### src/rtl/merge_sched.sv
`timescale 1ns / 1ps
// merge_sched: scheduler and datapath front end of one two-input merge stage.
// Picks which FWFT FIFO head to consume each cycle, registers it into a one-entry
// output slot with valid/ready handshake, and collapses two run terminators into one.
module merge_sched #(
    parameter int unsigned KEY_W   = 32,
    parameter int unsigned TUPLE_W = 64,
    parameter int unsigned CNT_W   = 16
) (
    input  logic               i_clk,
    input  logic               i_rst,
    input  logic [TUPLE_W-1:0] i_a_data,
    input  logic               i_a_empty,
    output logic               o_a_read,
    input  logic [TUPLE_W-1:0] i_b_data,
    input  logic               i_b_empty,
    output logic               o_b_read,
    output logic [TUPLE_W-1:0] o_data,
    output logic               o_valid,
    input  logic               i_out_ready,
    output logic [CNT_W-1:0]   o_run_count,
    output logic [CNT_W-1:0]   o_stall_count,
    output logic [1:0]         o_state
);

    typedef enum logic [1:0] {
        StMerge  = 2'd0,
        StDrainA = 2'd1,  // B holds its terminator, finish A's run
        StDrainB = 2'd2   // A holds its terminator, finish B's run
    } state_e;

    state_e             state_q, state_d;
    logic [TUPLE_W-1:0] data_q, data_d;
    logic               valid_q, valid_d;
    logic [CNT_W-1:0]   run_cnt_q, run_cnt_d;
    logic [CNT_W-1:0]   stall_cnt_q, stall_cnt_d;

    logic               adv;
    logic               a_zero, b_zero, a_le_b;
    logic               a_rd, b_rd, load, term, stall;
    logic [TUPLE_W-1:0] sel_data;

    assign adv    = ~valid_q | i_out_ready;
    assign a_zero = (i_a_data == '0);
    assign b_zero = (i_b_data == '0);
    // Ties favour A so equal keys keep their input order.
    assign a_le_b = (i_a_data[KEY_W-1:0] <= i_b_data[KEY_W-1:0]);

    // Head selection, pops and FSM next state.
    always_comb begin
        a_rd     = 1'b0;
        b_rd     = 1'b0;
        load     = 1'b0;
        term     = 1'b0;
        stall    = 1'b0;
        sel_data = '0;
        state_d  = state_q;
        case (state_q)
            StMerge: begin
                if (adv) begin
                    if (!i_a_empty && !i_b_empty) begin
                        load = 1'b1;
                        if (a_zero && b_zero) begin
                            a_rd = 1'b1;
                            b_rd = 1'b1;
                            term = 1'b1;
                        end else if (a_zero) begin
                            b_rd     = 1'b1;
                            sel_data = i_b_data;
                            state_d  = StDrainB;
                        end else if (b_zero) begin
                            a_rd     = 1'b1;
                            sel_data = i_a_data;
                            state_d  = StDrainA;
                        end else if (a_le_b) begin
                            a_rd     = 1'b1;
                            sel_data = i_a_data;
                        end else begin
                            b_rd     = 1'b1;
                            sel_data = i_b_data;
                        end
                    end else begin
                        stall = 1'b1;
                    end
                end
            end
            StDrainA: begin
                if (adv) begin
                    if (!i_a_empty) begin
                        load = 1'b1;
                        a_rd = 1'b1;
                        if (a_zero) begin
                            // Both runs ended: retire B's held terminator with A's.
                            b_rd    = 1'b1;
                            term    = 1'b1;
                            state_d = StMerge;
                        end else begin
                            sel_data = i_a_data;
                        end
                    end else begin
                        stall = 1'b1;
                    end
                end
            end
            StDrainB: begin
                if (adv) begin
                    if (!i_b_empty) begin
                        load = 1'b1;
                        b_rd = 1'b1;
                        if (b_zero) begin
                            a_rd    = 1'b1;
                            term    = 1'b1;
                            state_d = StMerge;
                        end else begin
                            sel_data = i_b_data;
                        end
                    end else begin
                        stall = 1'b1;
                    end
                end
            end
            default: state_d = StMerge;
        endcase
        if (i_rst) begin
            a_rd = 1'b0;
            b_rd = 1'b0;
        end
    end

    // Output slot and saturating counters next state.
    always_comb begin
        valid_d     = valid_q;
        data_d      = data_q;
        run_cnt_d   = run_cnt_q;
        stall_cnt_d = stall_cnt_q;
        if (load) begin
            valid_d = 1'b1;
            data_d  = sel_data;
        end else if (i_out_ready) begin
            valid_d = 1'b0;
        end
        if (term && (run_cnt_q != '1)) begin
            run_cnt_d = run_cnt_q + 1'b1;
        end
        if (stall && (stall_cnt_q != '1)) begin
            stall_cnt_d = stall_cnt_q + 1'b1;
        end
    end

    // State registers with synchronous reset.
    always_ff @(posedge i_clk) begin
        if (i_rst) begin
            state_q     <= StMerge;
            valid_q     <= 1'b0;
            data_q      <= '0;
            run_cnt_q   <= '0;
            stall_cnt_q <= '0;
        end else begin
            state_q     <= state_d;
            valid_q     <= valid_d;
            data_q      <= data_d;
            run_cnt_q   <= run_cnt_d;
            stall_cnt_q <= stall_cnt_d;
        end
    end

    assign o_a_read      = a_rd;
    assign o_b_read      = b_rd;
    assign o_data        = data_q;
    assign o_valid       = valid_q;
    assign o_run_count   = run_cnt_q;
    assign o_stall_count = stall_cnt_q;
    assign o_state       = state_q;

endmodule

### config.mk
export PLATFORM = sky130hd
export DESIGN_NAME = merge_sched
export DESIGN_NICKNAME = d
export VERILOG_FILES = /design/src/rtl/merge_sched.sv
export SDC_FILE = /design/constraint.sdc
export NUM_CORES = 1
export LEC_CHECK = 0
export CAP_MARGIN = 20
export CELL_PAD_IN_SITES_DETAIL_PLACEMENT = 1
export CELL_PAD_IN_SITES_GLOBAL_PLACEMENT = 1
export CORE_MARGIN = 4
export CORE_UTILIZATION = 25
export CTS_BUF_LIST = sky130_fd_sc_hd__clkbuf_2 sky130_fd_sc_hd__clkbuf_4 sky130_fd_sc_hd__clkbuf_8
export CTS_CLUSTER_DIAMETER = 80
export DETAILED_ROUTE_END_ITERATION = 10
export PLACE_DENSITY = 0.66
export SLEW_MARGIN = 20
export SYNTH_ARGS = -nofsm -noshare
export SYNTH_HDL_FRONTEND = slang
export SYNTH_SLANG_ARGS = --single-unit
### constraint.sdc
create_clock -name i_clk -period 3.9 [get_ports i_clk]
set_input_delay 0.78 -clock i_clk [delete_from_list [all_inputs] [get_ports i_clk]]
set_output_delay 0.78 -clock i_clk [all_outputs]
set_load 0.02 [all_outputs]
After elaboration in Yosys (flattened, before gate mapping)
Index checks and enable logic that the tools add are counted.
- $add $sub $neg: 2
- magnitude comparators: 1
- equal/unequal tests: 14
- muxes and demuxes: 67
- bitwise gates (word level): 2
- reduce and logical (&&, ||, !) cells: 11
- operators by type and width (kind ; number):
    64-bit two-way mux ; 12
    64-bit one-hot mux with 3 select lines ; 1
    64-bit logical NOT ; 2
    1-bit two-way mux ; 37
    16-bit by 1-bit adder with 16-bit output, second input constant ; 2
    32-bit <= comparator ; 1
    16-bit != test, second input constant ; 2
    2-bit two-way mux ; 11
    2-bit != test, second input constant ; 9
    1-bit one-hot mux with 3 select lines ; 5
    10-bit AND reduction ; 1
    2-bit one-hot mux with 3 select lines ; 1
    1-bit logical AND ; 4
    3-bit != test, second input constant ; 1
    2-bit by 1-bit == test with 1-bit output, second input constant ; 1
    2-bit == test, second input constant ; 1
    1-bit logical NOT ; 2
    2-bit logical NOT ; 1
    2-bit nonzero test ; 1
    1-bit inverter ; 1
    1-bit OR ; 1
- flip-flop bits (word level): 99
- input port bits: 133
- output and inout bits: 101
- logic and storage cells: 102

Longest topological paths before layout
- depth after elaboration: 9
- gate-level depth with buffers: 11
- gate-level depth less buffers: 9

Worst setup path before layout
OpenSTA, ideal clock, no wires.
- path type: input to output
- start: input port i_b_data[1]
- end: output port o_b_read
- arrival: 2656 ps
- required time: 3120 ps
- path slack: 464 ps
- cell stages on the path: 9
- cells stage by stage: inv_1 -> ha_1 -> nor2b_1 -> o211ai_1 -> a2111o_1 -> and3_1 -> o2bb2ai_1 -> nand4_1 -> a31oi_1
- cells in the longest elaborated chain, start to end: 9
- elaborated cells between the ends (all ways): 11
- those cells by class: order compare (1); mux (8); reduce/logical (2)
- RTL lines (element ; RTL line ; RTL):
    start: declaration ; 15 ; input logic [TUPLE_W-1:0] i_b_data,
    32-bit <= comparator ; 47 ; assign a_le_b = (i_a_data[KEY_W-1:0] <= i_b_data[KEY_W-1:0]);
    1-bit two-way mux ; 75 ; end else if (a_le_b) begin
    1-bit two-way mux ; 71 ; end else if (b_zero) begin
    1-bit two-way mux ; 67 ; end else if (a_zero) begin
    1-bit two-way mux (*) ; 63 ; if (a_zero && b_zero) begin
    1-bit two-way mux (*) ; 61 ; if (!i_a_empty && !i_b_empty) begin
    1-bit two-way mux (*) ; 60 ; if (adv) begin
    1-bit one-hot mux with 3 select lines (*) ; 58 ; case (state_q)
    1-bit two-way mux (*) ; 124 ; if (i_rst) begin
    end: declaration ; 17 ; output logic o_b_read,
Every way passes the cells marked *; elsewhere a longest branch is shown, timed or not.

Worst setup path in the final report
- start: input port i_a_data[16]
- end: output port o_b_read
- cells in the longest elaborated chain, start to end: 9
- elaborated cells between the ends (all ways): 14
- those cells by class: order compare (1); mux (11); reduce/logical (2)
- RTL lines (element ; RTL line ; RTL):
    start: declaration ; 12 ; input logic [TUPLE_W-1:0] i_a_data,
    32-bit <= comparator ; 47 ;
    1-bit two-way mux ; 75 ;
    1-bit two-way mux ; 71 ;
    1-bit two-way mux ; 67 ;
    1-bit two-way mux ; 63 ;
    1-bit two-way mux ; 61 ;
    1-bit two-way mux ; 60 ;
    1-bit one-hot mux with 3 select lines (*) ; 58 ;
    1-bit two-way mux (*) ; 124 ;
Marks and branches as above.

==> impl_results.rst <==
.. list-table::
   :header-rows: 1

   * - Metric
     - Value
   * - Vias in the first global route
     - 6934
   * - Largest net degree at the start of global routing
     - 49
   * - Share of flip-flops with an asynchronous set or reset
     - 0%
   * - Data required time at the worst endpoint
     - 3120 ps
   * - Multiplexer share of the synthesized area
     - 1.74%
   * - Area fraction of the dominant cell type after synthesis
     - 34.4%
   * - Antenna-violating nets left
     - 0
   * - Worst Hold Launch
     - o_run_count[15]$_SDFFE_PP0P_
   * - Most frequent cells in the layout
     - sky130_fd_sc_hd__clkdlybuf4s50_1, sky130_fd_sc_hd__buf_4, sky130_fd_sc_hd__dfxtp_1, sky130_fd_sc_hd__a22o_1, sky130_fd_sc_hd__a221o_1
   * - Beginning of the critical path
     - i_a_data[16]
   * - TritonCTS Sinks
     - 99
   * - Largest buffer count on any clock path
     - 2
   * - MaxCap Viol Count
     - 0
   * - Remaining routing DRC violations
     - 0
   * - R2R Setup Slk
     - 750 ps
   * - Signed area change from the synthesized netlist to the final layout
     - 74.2%
   * - Worst reg2reg path startpoint
     - o_state[0]$_SDFFE_PP0P_
   * - Upper clock frequency limit
     - 0.260 GHz
   * - Buffers added on ports
     - 233
   * - Global-route wire length before repair
     - 39.7 mm
   * - Hold Vio Cnt, Final
     - 0
   * - Final weighted congestion of routability-driven global placement
     - 0.829
   * - Leakage Power
     - 4.27 nW
   * - Leading area contributor after synthesis
     - sky130_fd_sc_hd__dfxtp_1
   * - Critical path class
     - primary input to output port
   * - Post-detail-place hpwl
     - 19.4 mm
   * - Io pins
     - 234
   * - Share of the core filled with cells in the final layout
     - 44.3%
   * - Syn_nets
     - 794
   * - Final Non-Filler Cells
     - 1258
   * - Routed WL per cell
     - 20.9 um
   * - Synthesized instance count
     - 623
   * - Shortest period the worst path allows
     - 3850 ps
   * - Crit share post-route
     - 98.7%
   * - EDFF count, synth
     - 0
   * - Worst relative slew slack
     - 40.0%
   * - Nets
     - 1137
   * - CTS tree
     - done
   * - Share of the yosys chip area belonging to registers
     - 34.4%
   * - Kind of end point of the critical path
     - output port
   * - Initial antenna violation count
     - 1
   * - Hold Crit Class
     - flip-flop to flip-flop
   * - Dominant register cell in the synthesized netlist
     - sky130_fd_sc_hd__dfxtp_1
   * - Simple logic cell fraction of the synthesized area
     - 19.4%
   * - Adder-cell area share of the yosys netlist
     - 8.25%
   * - Die outline width
     - 160 um
   * - Via Count
     - 6608
   * - Number of flip-flops and latches in the synthesized netlist
     - 99
   * - Final clock skew
     - 24.9 ps
   * - Vertical die dimension
     - 160 um
   * - CP Launch Type
     - primary input
   * - Compound-gate portion of the synthesized area
     - 28.1%
   * - Most common cell after layout, fill and taps aside
     - sky130_fd_sc_hd__clkdlybuf4s50_1
   * - Max Transition Viols Final
     - 0
   * - Main combinational cell family by area after synthesis
     - compound AO/OA/AOI/OAI gates
   * - Total of hold buffers inserted after clock tree synthesis
     - 0
   * - Worst-path fanout max
     - 3
   * - Number of distinct library cells after synthesis
     - 54
   * - Share of post-route cells with drive strength above 1
     - 22.2%
   * - Area of the multi-input gates
     - 3800 sq um
   * - Mean instance size in the synthesized netlist
     - 9.25 sq um
   * - Final hold slack
     - 514 ps
   * - Cts bufs inserted
     - 9
   * - Worst vdd ir
     - 0.143 mV
   * - # setup viols final
     - 0
   * - Power density of the placed cells
     - 271 nW/um^2
   * - Transition time at the pin with the least slew margin
     - 898 ps
   * - Area of the core region
     - 22600 sq um
   * - Master cell of the clock root buffer
     - sky130_fd_sc_hd__clkbuf_8
   * - Result of the run
     - finished, final reports clean
   * - Final-layout fill cell count
     - 2578
   * - Number of detailed-routing iterations run before antenna repair
     - 4
   * - Grt total ovfl
     - 0
   * - Xor/xnor share of the synthesized area
     - 2.28%
   * - Iter 0 DRT Violations
     - 266
   * - Initial core utilization
     - 25.4%
   * - Sequential cell area in the final layout
     - 1980 sq um
   * - Dominant cells by area after synthesis
     - sky130_fd_sc_hd__dfxtp_1, sky130_fd_sc_hd__a221o_1, sky130_fd_sc_hd__a22o_1
   * - Total placed cells including tap cells
     - 1237
   * - Vias per cell
     - 5.25
   * - Routed Wire Length
     - 26.3 mm
   * - Arrival time of data at the critical path endpoint
     - 3070 ps
   * - Insertion delay of the later-clocked pin in the worst-skew pair
     - 400 ps
   * - Total of warnings raised by yosys
     - 0
   * - DIE AREA
     - 25500 sq um
   * - Synthesized cell area
     - 5760 sq um
   * - Number of cell rows
     - 55
   * - Overall track demand over capacity in global routing
     - 19.4%
   * - Clock-pin slew reported for the worst setup and hold paths after clock tree synthesis
     - 90 ps
   * - CTS H-tree depth
     - 3
power breakdown:
part / leakage [nW] / internal [mW] / switching (mW)
Combinational: 3.34 / 0.400 / 0.341
Clock: 0.125 / 0.456 / 0.419
Sequential: 0.806 / 1.07 / 0.0371
area by class of cell:
class	instances	share of cell area [%]
diodes	2	0.0499
clock buffers	11	1.45
clock inverters	5	1.08
inverters	38	1.42
multi-input cells	449	37.9
flip-flops and latches	99	19.7
well taps	285	3.55
repair buffers	369	34.8
cell usage after synthesis (all sizes together), types with 4 or more instances:
library cell	instances
dfxtp	99
a221o	64
a22o	64
nor2	39
nor4	39
ha	38
inv	38
clkbuf	28
nand2	27
a21oi	25
nand4	24
nand3	18
xor2	14
o21ai	12
nor2b	11
and3	9
buf	9
mux2	8
nor3	8
or4	5
nand2b	4
o31ai	4
or3	4
per-layer routing:
metal  track usage [%]  routed length (um)
met5                 0                  13
met1              24.5               11400
met4              5.87                 558
met3              4.18                1550
met2              33.3               12800
final timing paths:
path                            cells past startpoint                           end
worst max register to register                      9       o_data[40]$_SDFFE_PP0P_
worst min register to register                      2  o_run_count[15]$_SDFFE_PP0P_
worst min-delay path                                2  o_run_count[15]$_SDFFE_PP0P_
worst max-delay path                               10                      o_b_read
repair_timing:
| item | in CTS | in global routing |
|---|---|---|
| pin swaps | 11 | 31 |
| buffers inserted | 2 | 1 |
| resized for setup | 40 | 69 |
| hold endpoints to repair | 0 | 0 |
| endpoints found under the setup margin | 2 | 2 |
kinds of logic (layout without fill, tap and decap cells):
kind of cell,Yosys count,after routing
adders and majority gates,38,38
xor gates and xnor gates,15,15
DFF,99,99
buffers and inverters,75,423
AOI/OAI and AO/OA,189,189
muxes,9,9
other,0,2
and+or+nand+nor,198,198
registers in the layout, indices dropped and copies added (netlist names):
signal and count:
o_valid 1, o_stall_count 16, o_data 64, o_run_count 16
o_state 2
critical path: stages:
cell and delay, ps:
sky130_fd_sc_hd__clkdlybuf4s50_1 480, sky130_fd_sc_hd__ha_1 310, sky130_fd_sc_hd__nand4_1 160, sky130_fd_sc_hd__nor4_4 350
sky130_fd_sc_hd__buf_4 170, sky130_fd_sc_hd__nand2_2 60, sky130_fd_sc_hd__o2bb2ai_4 200, sky130_fd_sc_hd__nand4_1 170
sky130_fd_sc_hd__a31oi_4 210, sky130_fd_sc_hd__buf_4 170
through the flow:
step                area, sq um  power (mW)  TNS (ps)  setup WS [ps]
floorplan                  5760        1.37         0            464
global placement           9330        1.82     -4430           -770
detailed placement         9330        1.83     -7280           -771
CTS                        9700        2.73         0           1.84
global route              10000        2.85     -36.7          -18.5
finish                    10000        2.72         0           50.7
(Power assumes the default switching activity.)
